File: config.mk
export PLATFORM = sky130hd
export DESIGN_NAME = draw_job_scheduler
export DESIGN_NICKNAME = d
export VERILOG_FILES = /design/src/rtl/draw_pkg.sv /design/src/rtl/draw_job_fifo.sv /design/src/rtl/draw_job_scheduler.sv
export SDC_FILE = /design/constraint.sdc
export NUM_CORES = 1
export LEC_CHECK = 0
export BUFFER_PORTS_ARGS = -buffer_cell sky130_fd_sc_hd__buf_2
export CORE_MARGIN = 2
export CORE_UTILIZATION = 54
export CTS_CLUSTER_SIZE = 40
export DETAILED_ROUTE_END_ITERATION = 8
export PLACE_DENSITY = 0.86
export REMOVE_ABC_BUFFERS = 1
export SLEW_MARGIN = 5
export SYNTH_ARGS = -nofsm -noshare
export SYNTH_HDL_FRONTEND = slang
export SYNTH_HIERARCHICAL = 1
export SYNTH_SLANG_ARGS = --single-unit
File: constraint.sdc
create_clock -name clk -period 3.5 [get_ports clk]
set_clock_uncertainty 0.2 [all_clocks]
set_input_delay 0.7 -clock clk [delete_from_list [all_inputs] [get_ports clk]]
set_output_delay 0.7 -clock clk [all_outputs]
set_load 0.1 [all_outputs]
File: src/rtl/draw_pkg.sv
// Shared encodings, job record layout and the illegal-job filter for the sprite
// draw scheduler.
package draw_pkg;

   localparam logic [2:0] KIND_FACE = 3'd0;
   localparam logic [2:0] KIND_BACK = 3'd1;
   localparam logic [2:0] KIND_P1   = 3'd2;
   localparam logic [2:0] KIND_P2   = 3'd3;

   localparam logic [3:0] POS_MAX = 4'd10;
   localparam logic [3:0] NUM_MAX = 4'd13;

   localparam int unsigned JOB_W = 13;

   typedef struct packed {
      logic [2:0] kind;
      logic [3:0] num;
      logic [1:0] suit;
      logic [3:0] pos;
   } job_t;

   typedef enum logic [1:0] {StIdle, StClear, StSettle, StDraw} state_e;

   function automatic logic job_illegal(input job_t job);
      logic kind_ok;
      logic face_bad;
      kind_ok  = (job.kind == KIND_FACE) || (job.kind == KIND_BACK) ||
                 (job.kind == KIND_P1)   || (job.kind == KIND_P2);
      face_bad = (job.kind == KIND_FACE) && ((job.num == 4'd0) || (job.num > NUM_MAX));
      return !kind_ok || (job.pos > POS_MAX) || face_bad;
   endfunction

endpackage

File: src/rtl/draw_job_fifo.sv
// Synchronous DEPTH x JOB_W job FIFO; the head entry is read directly from the
// storage flops so the consumer sees it the cycle it pops.
module draw_job_fifo
   import draw_pkg::*;
#(
   parameter int unsigned DEPTH = 8
) (
   input  logic             clk,
   input  logic             reset,
   input  logic             clear_i,
   input  logic             push_i,
   input  logic [JOB_W-1:0] wdata_i,
   input  logic             pop_i,
   output logic [JOB_W-1:0] rdata_o,
   output logic             full_o,
   output logic             empty_o
);

   localparam int unsigned AW = $clog2(DEPTH);
   localparam logic [AW:0] FULL_CNT = (AW+1)'(DEPTH);

   logic [JOB_W-1:0] mem_q [DEPTH];
   logic [JOB_W-1:0] mem_d [DEPTH];
   logic [AW-1:0]    wr_ptr_q, wr_ptr_d;
   logic [AW-1:0]    rd_ptr_q, rd_ptr_d;
   logic [AW:0]      count_q, count_d;
   logic             do_push, do_pop;

   assign full_o  = (count_q == FULL_CNT);
   assign empty_o = (count_q == '0);
   assign rdata_o = mem_q[rd_ptr_q];
   assign do_push = push_i && !full_o;
   assign do_pop  = pop_i && !empty_o;

   always_comb begin
      mem_d    = mem_q;
      wr_ptr_d = wr_ptr_q;
      rd_ptr_d = rd_ptr_q;
      count_d  = count_q;
      if (do_push) begin
         mem_d[wr_ptr_q] = wdata_i;
         wr_ptr_d        = wr_ptr_q + 1'b1;
      end
      if (do_pop) begin
         rd_ptr_d = rd_ptr_q + 1'b1;
      end
      case ({do_push, do_pop})
         2'b10:   count_d = count_q + 1'b1;
         2'b01:   count_d = count_q - 1'b1;
         default: count_d = count_q;
      endcase
      if (clear_i) begin
         wr_ptr_d = '0;
         rd_ptr_d = '0;
         count_d  = '0;
      end
   end

   always_ff @(posedge clk) begin
      if (reset) begin
         wr_ptr_q <= '0;
         rd_ptr_q <= '0;
         count_q  <= '0;
      end else begin
         wr_ptr_q <= wr_ptr_d;
         rd_ptr_q <= rd_ptr_d;
         count_q  <= count_d;
      end
   end

   // Storage needs no reset: entries are only read once written.
   always_ff @(posedge clk) begin
      mem_q <= mem_d;
   end

endmodule

File: src/rtl/draw_job_scheduler.sv
// Runs queued sprite draw jobs one at a time on the shared card-drawing engine:
// re-arm, settle, plot until done, with watchdog and illegal-job filtering.
module draw_job_scheduler
   import draw_pkg::*;
#(
   parameter int unsigned DEPTH         = 8,
   parameter int unsigned CLR_CYCLES    = 2,
   parameter int unsigned SETTLE_CYCLES = 2,
   parameter int unsigned TIMEOUT       = 4095
) (
   input  logic       clk,
   input  logic       reset,
   input  logic       req_valid,
   output logic       req_ready,
   input  logic [2:0] req_kind,
   input  logic [3:0] req_num,
   input  logic [1:0] req_suit,
   input  logic [3:0] req_pos,
   output logic       eng_reset,
   output logic [2:0] eng_kind,
   output logic [3:0] eng_num,
   output logic [1:0] eng_suit,
   output logic [3:0] eng_pos,
   input  logic       eng_done,
   output logic       plot_en,
   output logic       busy,
   output logic [7:0] jobs_done,
   output logic       err_timeout,
   output logic       err_illegal,
   input  logic       flush
);

   localparam logic [11:0] CLR_LAST    = 12'(CLR_CYCLES - 1);
   localparam logic [11:0] SETTLE_LAST = 12'(SETTLE_CYCLES - 1);
   localparam logic [11:0] TO_LAST     = 12'(TIMEOUT - 1);

   state_e      state_q, state_d;
   job_t        job_q, job_d;
   logic [11:0] cnt_q, cnt_d;
   logic [7:0]  jobs_done_q, jobs_done_d;
   logic        err_timeout_q, err_timeout_d;
   logic        err_illegal_q, err_illegal_d;

   job_t req_job, head_job;
   logic full, empty, accept, illegal, fifo_push, pop;

   assign req_job   = '{kind: req_kind, num: req_num, suit: req_suit, pos: req_pos};
   assign illegal   = job_illegal(req_job);
   assign req_ready = !full && !reset;
   // A push coinciding with flush is dropped outright.
   assign accept    = req_valid && req_ready && !flush;
   assign fifo_push = accept && !illegal;

   draw_job_fifo #(
      .DEPTH (DEPTH)
   ) u_fifo (
      .clk     (clk),
      .reset   (reset),
      .clear_i (flush),
      .push_i  (fifo_push),
      .wdata_i (req_job),
      .pop_i   (pop),
      .rdata_o (head_job),
      .full_o  (full),
      .empty_o (empty)
   );

   always_comb begin
      state_d       = state_q;
      job_d         = job_q;
      cnt_d         = cnt_q;
      pop           = 1'b0;
      jobs_done_d   = jobs_done_q;
      err_timeout_d = err_timeout_q;
      err_illegal_d = err_illegal_q || (accept && illegal);
      unique case (state_q)
         StIdle: begin
            if (!empty) begin
               pop     = 1'b1;
               job_d   = head_job;
               cnt_d   = '0;
               state_d = StClear;
            end
         end
         StClear: begin
            if (cnt_q == CLR_LAST) begin
               cnt_d   = '0;
               state_d = StSettle;
            end else begin
               cnt_d = cnt_q + 12'd1;
            end
         end
         StSettle: begin
            if (cnt_q == SETTLE_LAST) begin
               cnt_d   = '0;
               state_d = StDraw;
            end else begin
               cnt_d = cnt_q + 12'd1;
            end
         end
         StDraw: begin
            // Completion wins over a watchdog expiry in the same cycle.
            if (eng_done) begin
               jobs_done_d = jobs_done_q + 8'd1;
               cnt_d       = '0;
               if (!empty) begin
                  pop     = 1'b1;
                  job_d   = head_job;
                  state_d = StClear;
               end else begin
                  state_d = StIdle;
               end
            end else if (cnt_q == TO_LAST) begin
               err_timeout_d = 1'b1;
               cnt_d         = '0;
               state_d       = StIdle;
            end else begin
               cnt_d = cnt_q + 12'd1;
            end
         end
      endcase
      if (flush) begin
         pop     = 1'b0;
         job_d   = job_q;
         cnt_d   = '0;
         state_d = StIdle;
      end
   end

   always_ff @(posedge clk) begin
      if (reset) begin
         state_q       <= StIdle;
         job_q         <= '0;
         cnt_q         <= '0;
         jobs_done_q   <= '0;
         err_timeout_q <= 1'b0;
         err_illegal_q <= 1'b0;
      end else begin
         state_q       <= state_d;
         job_q         <= job_d;
         cnt_q         <= cnt_d;
         jobs_done_q   <= jobs_done_d;
         err_timeout_q <= err_timeout_d;
         err_illegal_q <= err_illegal_d;
      end
   end

   assign eng_reset   = (state_q == StIdle) || (state_q == StClear);
   assign plot_en     = (state_q == StDraw);
   assign busy        = (state_q != StIdle) || !empty;
   assign eng_kind    = job_q.kind;
   assign eng_num     = job_q.num;
   assign eng_suit    = job_q.suit;
   assign eng_pos     = job_q.pos;
   assign jobs_done   = jobs_done_q;
   assign err_timeout = err_timeout_q;
   assign err_illegal = err_illegal_q;

endmodule

# Yosys cells after proc, flatten, opt, wreduce, memory -nomap -nowiden
# Index checks and enable logic that the tools add are counted.
# op_classes
n_reduce_logical	37
bitwise	4
n_addsub	6
order_cmp	5
mux	26
n_eq_ne	16
# op_table
op	n
$bwmux 104	1
$mux 13	5
$mux 12	4
$bmux 13 s3	1
$demux 13 s3	1
$pmux 12 s3	1
$pmux 13 s2	1
$add 12x1->12 const B	1
$eq 12x1->1 const B	1
$eq 12x12->1 const B	1
$mux 2	5
$logic_and 1x1->1	9
$logic_or 1x1->1	9
$add 8x1->8 const B	1
$ge 4x4->1 const B	2
$gt 4x4->1 const B	2
$logic_not 4->1	2
$ne 2x2->1 const B	4
$not 3->4	2
$pmux 2 s4	1
$pmux 4 s2	1
$add 3x1->3 const B	2
$eq 2x2->1 const B	3
$eq 3x2->1 const B	2
18 further kinds	32
# word_totals
word_cells	114
out_inout_bits	27
inputBits	18
register_bits	151

# Logic depth before layout (Yosys ltp)
# Gate-level depths: netlist of run 1.
# logic_depth
depth_word	12
ltp_mapped	13
mapped_depth_nobuf	12

# By module
# The synthesis of run 1 kept the hierarchy.
# modules_own_cells
mod	n_inst	cells_per_inst	area_each_um2
draw_job_fifo	1	223	4598.2
draw_job_scheduler	1	227	1954.4

# Worst setup path before layout of run 1
# Ideal clock, no wire load.
# synth_timing
path_kind	in2reg
from	in reset
to	reg u_fifo/mem_q[100] (netlist bit) (enable)
slack_ns	-0.199
t_arrival_ns	3.082
cell_stages	7
path_buffers	2
setup_time_ns	0.417
cell_sequence	clkbuf_1 or2_1 clkbuf_1 nor3b_1 and3_1 nand2_4 nor4_1
# synth_via
elab_chain_len	6
# synth_rtl
element	line_no	source
start, declared	draw_job_scheduler.sv:12	input logic reset,
$logic_not 1->1	draw_job_scheduler.sv:49	assign req_ready = !full && !reset;
$logic_and 1x1->1	draw_job_scheduler.sv:49	
$logic_and 1x1->1 (2 in a row)	draw_job_scheduler.sv:51	assign accept = req_valid && req_ready && !flush;
$logic_and 1x1->1	draw_job_scheduler.sv:52	assign fifo_push = accept && !illegal;
named net fifo_push	draw_job_scheduler.sv:45	logic full, empty, accept, illegal, fifo_push, pop;
$logic_and 1x1->1	draw_job_fifo.sv:32	assign do_push = push_i && !full_o;
end signal, assigned	draw_job_fifo.sv:73	mem_q <= mem_d;
end, declared	draw_job_fifo.sv:22	logic [JOB_W-1:0] mem_q [DEPTH];
# The timed path passes the listed nets, and every way through them passes these cells.
# A chain may end at the register's enable or synchronous reset.

# Worst setup path in the final report of run 1
# layout_timing
from	reg state_q[0]
to	reg u_fifo.count_q[3]
# layout_via
elab_chain_len	6
# layout_rtl
element	line_no	source
start, declared	draw_job_scheduler.sv:37	state_e state_q, state_d;
start signal, assigned	draw_job_scheduler.sv:132	state_q <= StIdle;
start signal, assigned	draw_job_scheduler.sv:139	state_q <= state_d;
$eq 2x2->1 or $logic_not 2->1 (tied branches)	draw_job_scheduler.sv:76	unique case (state_q)
$pmux 1 s2 *	draw_job_scheduler.sv:76	
$mux 1 *	draw_job_scheduler.sv:122	if (flush) begin
named net pop	draw_job_scheduler.sv:45	
$logic_and 1x1->1 *	draw_job_fifo.sv:33	assign do_pop = pop_i && !empty_o;
named net u_fifo.do_pop	draw_job_fifo.sv:27	logic do_push, do_pop;
$eq 2x1->1 or $eq 2x2->1 (tied branches)	draw_job_fifo.sv:47	case ({do_push, do_pop})
$pmux 4 s2 or $reduce_bool 2->1 (tied branches)	-	
end signal, assigned	draw_job_fifo.sv:67	count_q <= count_d;
end, declared	draw_job_fifo.sv:26	logic [AW:0] count_q, count_d;
# Mark *: on every way through the listed nets, which the timed path passes. The rest lies on a longest branch.

==> summary.txt, run 1 <==
Synth
  – FF+latch count, synth: 151
  – Proportion of synthesized chip area in sequential cells: 0.6202
  – Dominant cell type by area after synthesis: sky130_fd_sc_hd__edfxtp_1
  – Area of the mapped netlist: 0.006553 mm2
  – Number of distinct library cell variants in the gate-level netlist after synthesis: 58
  – Largest cells by area after synthesis: sky130_fd_sc_hd__edfxtp_1, sky130_fd_sc_hd__dfxtp_1, sky130_fd_sc_hd__mux4_1
  – Ys flop type: sky130_fd_sc_hd__edfxtp_1
  – Yosys Warn Count: 6
  – Area fraction of the dominant cell type after synthesis: 0.4766
  – Gate Count Post-Synth: 450
  – Avg Cell Area, Syn: 14.56 um2
  – Number of synthesized flops with an enable pin: 104
  – Post-synthesis async set-or-reset flop share: 0

Critical path
  – Largest delay contributor family on the critical path: compound AO/OA/AOI/OAI gates
  – Most used cell, CP: sky130_fd_sc_hd__ha_1
  – Count of cell instances traversed by the critical path: 10
  – Required time worst endpoint: 3.61 ns
  – Critical Path AT: 3.27 ns
  – Largest stage delay, worst path: 0.43 ns
  – Class of the most critical setup path: register to register
  – CP Launch Type: register
  – Worst path cell trace: inv_1 > ha_1 > nor4_1 > o41a_1 > ha_1 > ha_1 > a21oi_1 > a211oi_1 > o21ai_0 > o31ai_1
  – CP Max Fanout: 6
  – Number of buffer and inverter instances along the worst setup path: 1
  – Critical R2R Launch: state_q[0]$_SDFFE_PP0P_
  – Worst R2R Path Depth: 10
  – Setup crit start: state_q[0]$_SDFFE_PP0P_
  – Critical-path top delay cell: sky130_fd_sc_hd__dfxtp_1
  – Critical path capture point type: register

Global route
  – Pin count of the biggest net entering global routing: 29
  – Antenna violations before repair: 0
  – Global-route wire length before repair: 21.38 mm
  – Total grt overflow: 0
  – Vias in the first global route: 4000
  – GRT Util Overall: 0.2237

Timing
  – Setup Viol. Count Final: 0
  – Max_slew headroom: 0.4608
  – Slew Viols, Final: 0
  – Setup repair after global routing missed its margin: false
  – Tightest hold margin: 0.2950 ns
  – Total negative setup slack: 0 ns
  – Final Critical Period: 3.159 ns
  – Post-route fraction of the period consumed by the critical path: 0.9026
  – Top achievable clock speed: 316.6 MHz
  – Hold Vio Cnt, Final: 0
  – Slew of the pin with the lowest slew margin: 0.8077 ns

Detailed routing
  – WL/cell: 20.62 um
  – Detailed router's first-iteration violation count: 381
  – Final ANT Viol Nets: 0
  – Count of unresolved DRC violations after routing: 0
  – Final Routed Wirelength: 13.75 mm
  – Detailed-route via count: 4078
  – Drt pass-1 iters: 5
  – Via density per instance: 6.114

Outcome
  – Outcome: complete, no violations

Floorplanning
  – Standard cell core area: 0.01191 mm2
  – Number of rows in the core area: 40
  – Initial core utilization: 0.5501
  – Height of the die: 114.2 um
  – Top-level port count: 45
  – Die width: 114.2 um
  – Die area: 0.01303 mm2

Clocking
  – Clock latency of the later-clocked register in the worst-skew pair: 0.43 ns
  – H-tree lvl count: 4
  – Num CTS Buffers: 17
  – Clock transition at the registers of the reported paths: 0.06 ns
  – Clock Sinks: 151
  – Number of gates resized after cts: 0
  – Hold buffer count at CTS: 0
  – Root cell of the clock tree: sky130_fd_sc_hd__clkbuf_16
  – Number of buffers inserted to repair setup after CTS: 0
  – CTS tree: yes
  – CTS max path bufs: 2

Layout
  – FF/Latch Area: 0.004064 mm2
  – Relative area change from synthesis to final layout: 15.07%
  – Multi-input gate area in the final layout: 0.002338 mm2
  – Total of fill cells in the finished design: 820
  – Diode insertion count for antenna repair: 0
  – Final layout net count: 539
  – Fraction of final layout cells sized beyond drive strength 1: 0.2327

Hold path
  – Cells on Worst Hold Path: 2
  – Class of the most critical hold timing path: register to register
  – Min-Delay Startpoint: eng_pos[1]$_SDFFE_PP0P_

Placement
  – Final GP Congestion: 0.7933
  – Port Buf Inserts: 44
  – Placed wire-length estimate after detailed placement: 8.100 mm

Pwr
  – Reported leakage power: 2.651 nW
  – Worst ir drop on vdd: 441.6 uV
  – Power per cell area: 495.5 mW/mm2

Run
  – Number of max-capacitance violations reported: 0
==> layout by cell type (no fill, tap or decap), types with 3 or more instances in the layout <==
| cell type | Yosys | routed |
|---|---|---|
| sky130_fd_sc_hd__nor2_1 | 47 | 47 |
| sky130_fd_sc_hd__nor3_2 | 2 | 6 |
| sky130_fd_sc_hd__edfxtp_1 | 104 | 104 |
| sky130_fd_sc_hd__nor3_1 | 8 | 4 |
| sky130_fd_sc_hd__xor2_1 | 13 | 13 |
| sky130_fd_sc_hd__clkbuf_16 | 0 | 17 |
| sky130_fd_sc_hd__buf_2 | 5 | 44 |
| sky130_fd_sc_hd__dfxtp_1 | 47 | 47 |
| sky130_fd_sc_hd__mux4_1 | 25 | 25 |
| sky130_fd_sc_hd__buf_4 | 2 | 15 |
| sky130_fd_sc_hd__and3_1 | 4 | 4 |
| sky130_fd_sc_hd__o221ai_1 | 3 | 3 |
| sky130_fd_sc_hd__clkinv_4 | 0 | 3 |
| sky130_fd_sc_hd__o31a_1 | 3 | 3 |
| sky130_fd_sc_hd__o21ai_1 | 3 | 3 |
| sky130_fd_sc_hd__a21oi_1 | 9 | 9 |
| sky130_fd_sc_hd__inv_6 | 0 | 5 |
| sky130_fd_sc_hd__mux2i_1 | 18 | 18 |
| sky130_fd_sc_hd__nor4_1 | 8 | 7 |
| sky130_fd_sc_hd__o21ai_0 | 6 | 6 |
| sky130_fd_sc_hd__inv_1 | 14 | 14 |
| sky130_fd_sc_hd__ha_1 | 13 | 13 |
| sky130_fd_sc_hd__o211ai_1 | 7 | 7 |
| sky130_fd_sc_hd__nand2_1 | 26 | 26 |
| sky130_fd_sc_hd__nand3_1 | 10 | 10 |
| sky130_fd_sc_hd__nand4_1 | 6 | 6 |
| sky130_fd_sc_hd__mux2_2 | 13 | 13 |
==> synth_stat cells, types with 4 or more instances <==
library cell and count:
sky130_fd_sc_hd__edfxtp_1 104, sky130_fd_sc_hd__dfxtp_1 47, sky130_fd_sc_hd__nor2_1 47, sky130_fd_sc_hd__nand2_1 26, sky130_fd_sc_hd__mux4_1 25, sky130_fd_sc_hd__mux2i_1 18
sky130_fd_sc_hd__inv_1 14, sky130_fd_sc_hd__ha_1 13, sky130_fd_sc_hd__mux2_2 13, sky130_fd_sc_hd__xor2_1 13, sky130_fd_sc_hd__nand3_1 10, sky130_fd_sc_hd__a21oi_1 9
sky130_fd_sc_hd__clkbuf_1 8, sky130_fd_sc_hd__nor3_1 8, sky130_fd_sc_hd__nor4_1 8, sky130_fd_sc_hd__o211ai_1 7, sky130_fd_sc_hd__nand4_1 6, sky130_fd_sc_hd__o21ai_0 6
sky130_fd_sc_hd__buf_2 5, sky130_fd_sc_hd__and3_1 4, sky130_fd_sc_hd__buf_6 4
==> final timing paths <==
path,end,slack [ns]
worst max-delay path,u_fifo/count_q[3]$_SDFFE_PP0P_,0.34
worst max register to register,u_fifo/count_q[3]$_SDFFE_PP0P_,0.34
worst min register to register,eng_pos[1]$_SDFFE_PP0P_,0.29
worst min-delay path,eng_pos[1]$_SDFFE_PP0P_,0.29
==> per-stage QoR <==
stage	std cells	total power, mW	area [um2]	util	setup WS [ns]
2_1_floorplan	429	1.991	6429	-	0.03388
3_3_place_gp	635	2.030	6972	0.5853	0.2366
3_5_place_dp	635	2.034	6972	0.5853	0.1312
4_1_cts	667	3.765	7540	0.6330	0.4074
5_1_grt	667	3.846	7540	0.6330	0.1674
6_report	667	3.736	7540	0.6330	0.3410
==> sequential cells by signal, summed over array words and instances, names as in the netlist <==
register,cells
eng_suit,2
eng_kind,3
err_illegal,1
state_q,2
eng_num,4
jobs_done,8
u_fifo/mem_q,104
u_fifo/count_q,4
cnt_q,12
u_fifo/rd_ptr_q,3
u_fifo/wr_ptr_q,3
err_timeout,1
eng_pos,4
==> cells by family (layout without fill, tap and decap cells) <==
group	Yosys count	count (layout)	share of synthesized area
DFF	151	151	0.6202
and+or+nand+nor	134	134	0.1050
muxes	57	57	0.1535
AOI/OAI and AO/OA	44	44	0.04640
buffers and inverters	35	105	0.02692
xor gates and xnor gates	15	15	0.02005
adders and majority gates	14	14	0.02788
==> power breakdown <==
group | leakage (nW) | internal, mW | total, mW | switching, mW
Clock | 0.278 | 0.996 | 1.74 | 0.742
Combinational | 1.06 | 0.0218 | 0.0834 | 0.0615
Sequential | 1.31 | 1.91 | 1.91 | 0.00434
==> worst register-to-register path: cells and delay by family (launching register included) <==
| kind | cells | cell delay [ns] |
|---|---|---|
| adders and majority gates | 3 | 0.92 |
| buffers and inverters | 1 | 0.10 |
| and+or+nand+nor | 1 | 0.41 |
| AOI/OAI and AO/OA | 5 | 0.98 |
| DFF | 1 | 0.43 |
==> layer usage <==
| layer | global-route usage | wire length (um) |
|---|---|---|
| met2 | 0.3730 | 6986 |
| met4 | 0.09512 | 255 |
| met5 | 0 | 0 |
| met1 | 0.2800 | 5721 |
| met3 | 0.05611 | 788 |
==> cell type report <==
cell class / instances / share of cell area
clock inverters: 14 / 0.01842
repair buffers: 59 / 0.04414
well taps: 147 / 0.02439
clock buffers: 18 / 0.05692
flip-flops and latches: 151 / 0.5390
inverters: 14 / 0.006970
multi-input cells: 264 / 0.3102
No activity file was read; power rests on OpenSTA's default activity.
==> run 2, diff against run 1 <==
--- a/config.mk
+++ b/config.mk
@@ -8,10 +8,9 @@
 export BUFFER_PORTS_ARGS = -buffer_cell sky130_fd_sc_hd__buf_2
 export CORE_MARGIN = 2
 export CORE_UTILIZATION = 54
-export CTS_CLUSTER_SIZE = 40
+export CTS_CLUSTER_SIZE = 12
 export DETAILED_ROUTE_END_ITERATION = 8
 export PLACE_DENSITY = 0.86
-export REMOVE_ABC_BUFFERS = 1
 export SLEW_MARGIN = 5
 export SYNTH_ARGS = -nofsm -noshare
 export SYNTH_HDL_FRONTEND = slang
==> run 2 against run 1 <==
  * Clock power increased by 2%
  * Routed wire length increased by 1.5%
  * Sequential share of layout area down 0.58 points
  * Critical endpoint unchanged
==> summary.txt, run 2 (synthesis gave the netlist of run 1 again) <==
Outcome
  – Outcome: complete, no violations

Floorplanning
  – Top-level port count: 45
  – Initial core utilization: 0.5501
  – Standard cell core area: 0.01191 mm2
  – Die width: 114.2 um
  – Height of the die: 114.2 um
  – Die area: 0.01303 mm2
  – Number of rows in the core area: 40

Placement
  – Placed wire-length estimate after detailed placement: 8.897 mm
  – Final GP Congestion: 0.8826
  – Placement Setup Slack: 0.06079 ns
  – Total placed instance area: 0.007032 mm2
  – Port Buf Inserts: 44

Detailed routing
  – Top routing layer in use: met5
  – Via density per instance: 6.082
  – Sum of met2 wire segment lengths after detailed routing: 7.038 mm
  – Drt pass-1 iters: 5
  – Detailed-route via count: 4093
  – Final Routed Wirelength: 13.95 mm
  – Detailed router's first-iteration violation count: 490
  – Count of unresolved DRC violations after routing: 0
  – WL/cell: 20.73 um
  – Post-Route M1 WL: 5.597 mm
  – Total met3 wirelength after detailed routing: 976 um
  – Final ANT Viol Nets: 0

Timing
  – Total negative setup slack: 0 ns
  – Final Critical Period: 3.122 ns
  – Max_slew headroom: 0.4331
  – Top achievable clock speed: 320.3 MHz
  – Slew Viols, Final: 0
  – Final worst slack: 0.3777 ns
  – Setup Viol. Count Final: 0
  – Setup repair after global routing missed its margin: false
  – Post-route fraction of the period consumed by the critical path: 0.8921
  – Hold Vio Cnt, Final: 0
  – Slew of the pin with the lowest slew margin: 0.8492 ns

Clocking
  – CTS tree: yes
  – CTS max path bufs: 2
  – H-tree lvl count: 4
  – Clock latency of the later-clocked register in the worst-skew pair: 0.42 ns
  – Clock transition at the registers of the reported paths: 0.06 ns
  – Clock Sinks: 151
  – Hold buffer count at CTS: 0
  – Number of gates resized after cts: 0
  – Num CTS Buffers: 17
  – Root cell of the clock tree: sky130_fd_sc_hd__clkbuf_16
  – Number of buffers inserted to repair setup after CTS: 0

Critical path
  – CP Max Fanout: 7
  – Critical path capture point type: register
  – Crit Reg-Reg Endpoint: u_fifo/count_q[3]$_SDFFE_PP0P_
  – Critical Path AT: 3.22 ns
  – Required time worst endpoint: 3.60 ns
  – Worst R2R Path Depth: 11
  – Worst setup slack for register-to-register paths: 0.38 ns
  – Class of the most critical setup path: register to register
  – CP Launch Type: register
  – Critical R2R Launch: u_fifo/count_q[0]$_SDFFE_PP0P_

Pwr
  – Worst ir drop on vdd: 457.5 uV
  – Reported leakage power: 2.687 nW
  – Power per cell area: 495.6 mW/mm2

Layout
  – Total of fill cells in the finished design: 824
  – Multi-input gate area in the final layout: 0.002341 mm2
  – Final std cell area, no fill: 0.007622 mm2
  – Largest register by flop count: u_fifo/mem_q
  – Most common library cell in the layout ignoring fill and taps: sky130_fd_sc_hd__edfxtp_1
  – Final layout net count: 545
  – Most frequent cells in the layout: sky130_fd_sc_hd__edfxtp_1, sky130_fd_sc_hd__nor2_1, sky130_fd_sc_hd__dfxtp_1
  – Relative area change from synthesis to final layout: 16.33%
  – Diode insertion count for antenna repair: 0
  – Fraction of final layout cells sized beyond drive strength 1: 0.2433
  – Max reg flops: 104
  – Core utilization of the finished layout: 0.6399
  – FF/Latch Area: 0.004064 mm2

Global route
  – Pin count of the biggest net entering global routing: 29
  – Antenna violations before repair: 2
  – GRT Util Overall: 0.2301
  – Global-route wire length before repair: 22.08 mm
  – Vias in the first global route: 4097
  – Total grt overflow: 0

Hold path
  – Min-Delay Startpoint: err_illegal$_SDFF_PP0_
  – Cells on Worst Hold Path: 2
  – Hold worst-path end: err_illegal$_SDFF_PP0_
  – Class of the most critical hold timing path: register to register

Run
  – Number of max-capacitance violations reported: 0

Synth
  – Total nets after synthesis: 482
## run 2: where the power goes
group          internal, mW  switching (mW)
Clock                  1.08           0.700
Combinational        0.0222          0.0603
Sequential             1.91         0.00414
Total                  3.01           0.765
## run 2: layout make-up
class / instances / share of cell area
Timing Repair Buffer: 65 / 0.05121
Clock buffer: 22 / 0.06517
Tap cell: 147 / 0.02413
Sequential cell: 151 / 0.5332
Multi-Input combinational cell: 264 / 0.3071
Inverter: 14 / 0.006894
Clock inverter: 10 / 0.01231
## run 2: per-layer routing
metal,vias up,track usage
li1,1860,-
met1,2029,0.2909
met2,170,0.3766
met3,30,0.06882
met4,4,0.08862
met5,-,0
## run 2: worst max-delay path by stage
stage	slack, ns	from	cells after the start	to
after global placement	0.19	flush	11	u_fifo/count_q[3]$_SDFFE_PP0P_
final	0.38	u_fifo/count_q[0]$_SDFFE_PP0P_	11	u_fifo/count_q[3]$_SDFFE_PP0P_
after global routing	0.17	u_fifo/count_q[0]$_SDFFE_PP0P_	11	u_fifo/count_q[3]$_SDFFE_PP0P_
after detailed placement	0.06	flush	11	u_fifo/count_q[3]$_SDFFE_PP0P_
after floorplan	0.10	reset	7	u_fifo/mem_q[39]$_DFFE_PP_
after CTS	0.37	u_fifo/count_q[0]$_SDFFE_PP0P_	11	u_fifo/count_q[3]$_SDFFE_PP0P_
## run 2: worst max-delay path: stages (launching register included)
cell                      delay [ns]
sky130_fd_sc_hd__dfxtp_1        0.43
sky130_fd_sc_hd__or4b_1         0.30
sky130_fd_sc_hd__inv_1          0.09
sky130_fd_sc_hd__nor3b_1        0.29
sky130_fd_sc_hd__and3_1         0.33
sky130_fd_sc_hd__nand2_4        0.12
sky130_fd_sc_hd__ha_1           0.28
sky130_fd_sc_hd__ha_1           0.35
sky130_fd_sc_hd__nand3_1        0.13
sky130_fd_sc_hd__and4b_1        0.24
sky130_fd_sc_hd__o21ai_0        0.15
sky130_fd_sc_hd__o31ai_1        0.08
## run 2: stage by stage
step / power [mW] / cells / hold WS (ns)
floorplan: 1.996 / 450 / 0.2690
global placement: 2.029 / 641 / 0.2400
detailed placement: 2.034 / 641 / 0.2375
CTS: 3.797 / 673 / 0.2467
global route: 3.894 / 673 / 0.2789
finish: 3.778 / 673 / 0.2418
==> run 3, diff against run 2 <==
--- a/config.mk
+++ b/config.mk
@@ -6,6 +6,7 @@
 export NUM_CORES = 1
 export LEC_CHECK = 0
 export BUFFER_PORTS_ARGS = -buffer_cell sky130_fd_sc_hd__buf_2
+export CORE_ASPECT_RATIO = 0.7
 export CORE_MARGIN = 2
 export CORE_UTILIZATION = 54
 export CTS_CLUSTER_SIZE = 12
==> run 3 against run 2 <==
  * Count of clock-buffer cells in the layout down 3
  * Worst setup slack worse by 0.13 ns
  * Sequential share of layout area down 0.087 points
  * Highest routed layer is now met4
  * Total power up 4.0%
  * Largest cell class unchanged
  * Non-clock buffer count down 3
  * Hold slack better by 0.032 ns
  * Utilization up 0.89 points
==> summary.txt, run 3 (synthesis gave the netlist of run 1 again) <==
Outcome
  – Outcome: complete, no violations

Placement
  – Total placed instance area: 0.007009 mm2
  – Final GP Congestion: 0.9140
  – Port Buf Inserts: 44
  – Placement Setup Slack: -0.001227 ns
  – Placed wire-length estimate after detailed placement: 8.604 mm

Detailed routing
  – Count of unresolved DRC violations after routing: 0
  – Final Routed Wirelength: 14.11 mm
  – Drt pass-1 iters: 5
  – WL/cell: 20.75 um
  – Detailed-route via count: 4067
  – Detailed router's first-iteration violation count: 281
  – Via density per instance: 5.981
  – Final ANT Viol Nets: 0

Clocking
  – Hold buffer count at CTS: 0
  – Num CTS Buffers: 17
  – CTS max path bufs: 2
  – H-tree lvl count: 4
  – Clock latency of the later-clocked register in the worst-skew pair: 0.41 ns
  – Clock Sinks: 151
  – CTS tree: yes
  – Number of buffers inserted to repair setup after CTS: 0
  – Number of gates resized after cts: 0
  – Clock transition at the registers of the reported paths: 0.06 ns
  – Root cell of the clock tree: sky130_fd_sc_hd__clkbuf_16

Layout
  – Max reg flops: 104
  – Relative area change from synthesis to final layout: 16.52%
  – Final layout net count: 542
  – Most common library cell in the layout ignoring fill and taps: sky130_fd_sc_hd__edfxtp_1
  – Total of fill cells in the finished design: 779
  – Most frequent cells in the layout: sky130_fd_sc_hd__edfxtp_1, sky130_fd_sc_hd__nor2_1, sky130_fd_sc_hd__dfxtp_1
  – FF/Latch Area: 0.004064 mm2
  – Multi-input gate area in the final layout: 0.002341 mm2
  – Final std cell area, no fill: 0.007635 mm2
  – Largest register by flop count: u_fifo/mem_q
  – Diode insertion count for antenna repair: 0
  – Fraction of final layout cells sized beyond drive strength 1: 0.2390
  – Core utilization of the finished layout: 0.6488

Critical path
  – CP Launch Type: register
  – Critical R2R Launch: u_fifo/count_q[0]$_SDFFE_PP0P_
  – Setup crit start: u_fifo/count_q[0]$_SDFFE_PP0P_
  – CP Max Fanout: 7
  – Critical Path AT: 3.34 ns
  – Critical path capture point type: register
  – Class of the most critical setup path: register to register
  – Required time worst endpoint: 3.59 ns

Timing
  – Hold Vio Cnt, Final: 0
  – Final Critical Period: 3.250 ns
  – Setup Viol. Count Final: 0
  – Tightest hold margin: 0.2735 ns
  – Max_slew headroom: 0.4422
  – Slew Viols, Final: 0
  – Slew of the pin with the lowest slew margin: 0.8356 ns
  – Top achievable clock speed: 307.7 MHz
  – Post-route fraction of the period consumed by the critical path: 0.9286
  – Final worst slack: 0.2498 ns
  – Setup repair after global routing missed its margin: false

Floorplanning
  – Height of the die: 96.17 um
  – Initial core utilization: 0.5568
  – Top-level port count: 45
  – Die area: 0.01305 mm2
  – Standard cell core area: 0.01177 mm2
  – Number of rows in the core area: 33
  – Die width: 135.7 um

Global route
  – Total grt overflow: 0
  – Antenna violations before repair: 0
  – Global-route wire length before repair: 21.18 mm
  – GRT Util Overall: 0.2231
  – Pin count of the biggest net entering global routing: 29
  – Vias in the first global route: 3956

Hold path
  – Class of the most critical hold timing path: register to register
  – Min-Delay Startpoint: err_illegal$_SDFF_PP0_

Pwr
  – Power per cell area: 514.6 mW/mm2
  – Reported leakage power: 2.688 nW
  – Worst ir drop on vdd: 424.9 uV

Synth
  – Total nets after synthesis: 482

Run
  – Number of max-capacitance violations reported: 0
## run 3: final timing paths
check / cells past startpoint / end / slack [ns]
min reg2reg: 2 / err_illegal$_SDFF_PP0_ / 0.27
max reg2reg: 11 / u_fifo/count_q[3]$_SDFFE_PP0P_ / 0.25
min: 2 / err_illegal$_SDFF_PP0_ / 0.27
max: 11 / u_fifo/count_q[3]$_SDFFE_PP0P_ / 0.25
## run 3: worst max-delay path, stage by stage (launching register included)
cell and delay [ns]:
sky130_fd_sc_hd__dfxtp_1 0.46, sky130_fd_sc_hd__or4b_1 0.32, sky130_fd_sc_hd__inv_1 0.09, sky130_fd_sc_hd__nor3b_1 0.38, sky130_fd_sc_hd__and3_1 0.33, sky130_fd_sc_hd__nand2_4 0.12, sky130_fd_sc_hd__ha_1 0.28, sky130_fd_sc_hd__ha_1 0.35
sky130_fd_sc_hd__nand3_1 0.11, sky130_fd_sc_hd__and4b_1 0.23, sky130_fd_sc_hd__o21ai_0 0.17, sky130_fd_sc_hd__o31ai_1 0.09
## run 3: area by class of cell
type | count | share of cell area
Tap cell | 157 | 0.02573
Clock inverter | 13 | 0.02524
Inverter | 14 | 0.006883
Multi-Input combinational cell | 264 | 0.3066
Clock buffer | 19 | 0.05670
Sequential cell | 151 | 0.5323
Timing Repair Buffer | 62 | 0.04654
## run 3: stage by stage
stage                      TNS [ns]  total power [mW]  std cells
after floorplan                   0             1.996        450
after global placement            0             2.030        648
after detailed placement  -0.001227             2.035        648
after CTS                         0             3.944        680
after global routing              0             4.030        680
final                             0             3.929        680
## run 3: where the power goes
group,leakage [nW],internal [mW],switching (mW),total [mW]
clock network,0.299,1.21,0.725,1.93
logic,1.07,0.0220,0.0620,0.0840
registers,1.31,1.91,0.00426,1.91
total,2.69,3.14,0.791,3.93
## run 3: metal layers
metal  share of wire  GRT usage
met5               0          0
met4           0.023     0.1024
met3           0.062    0.05424
met2            0.49     0.3674
met1            0.42     0.2836
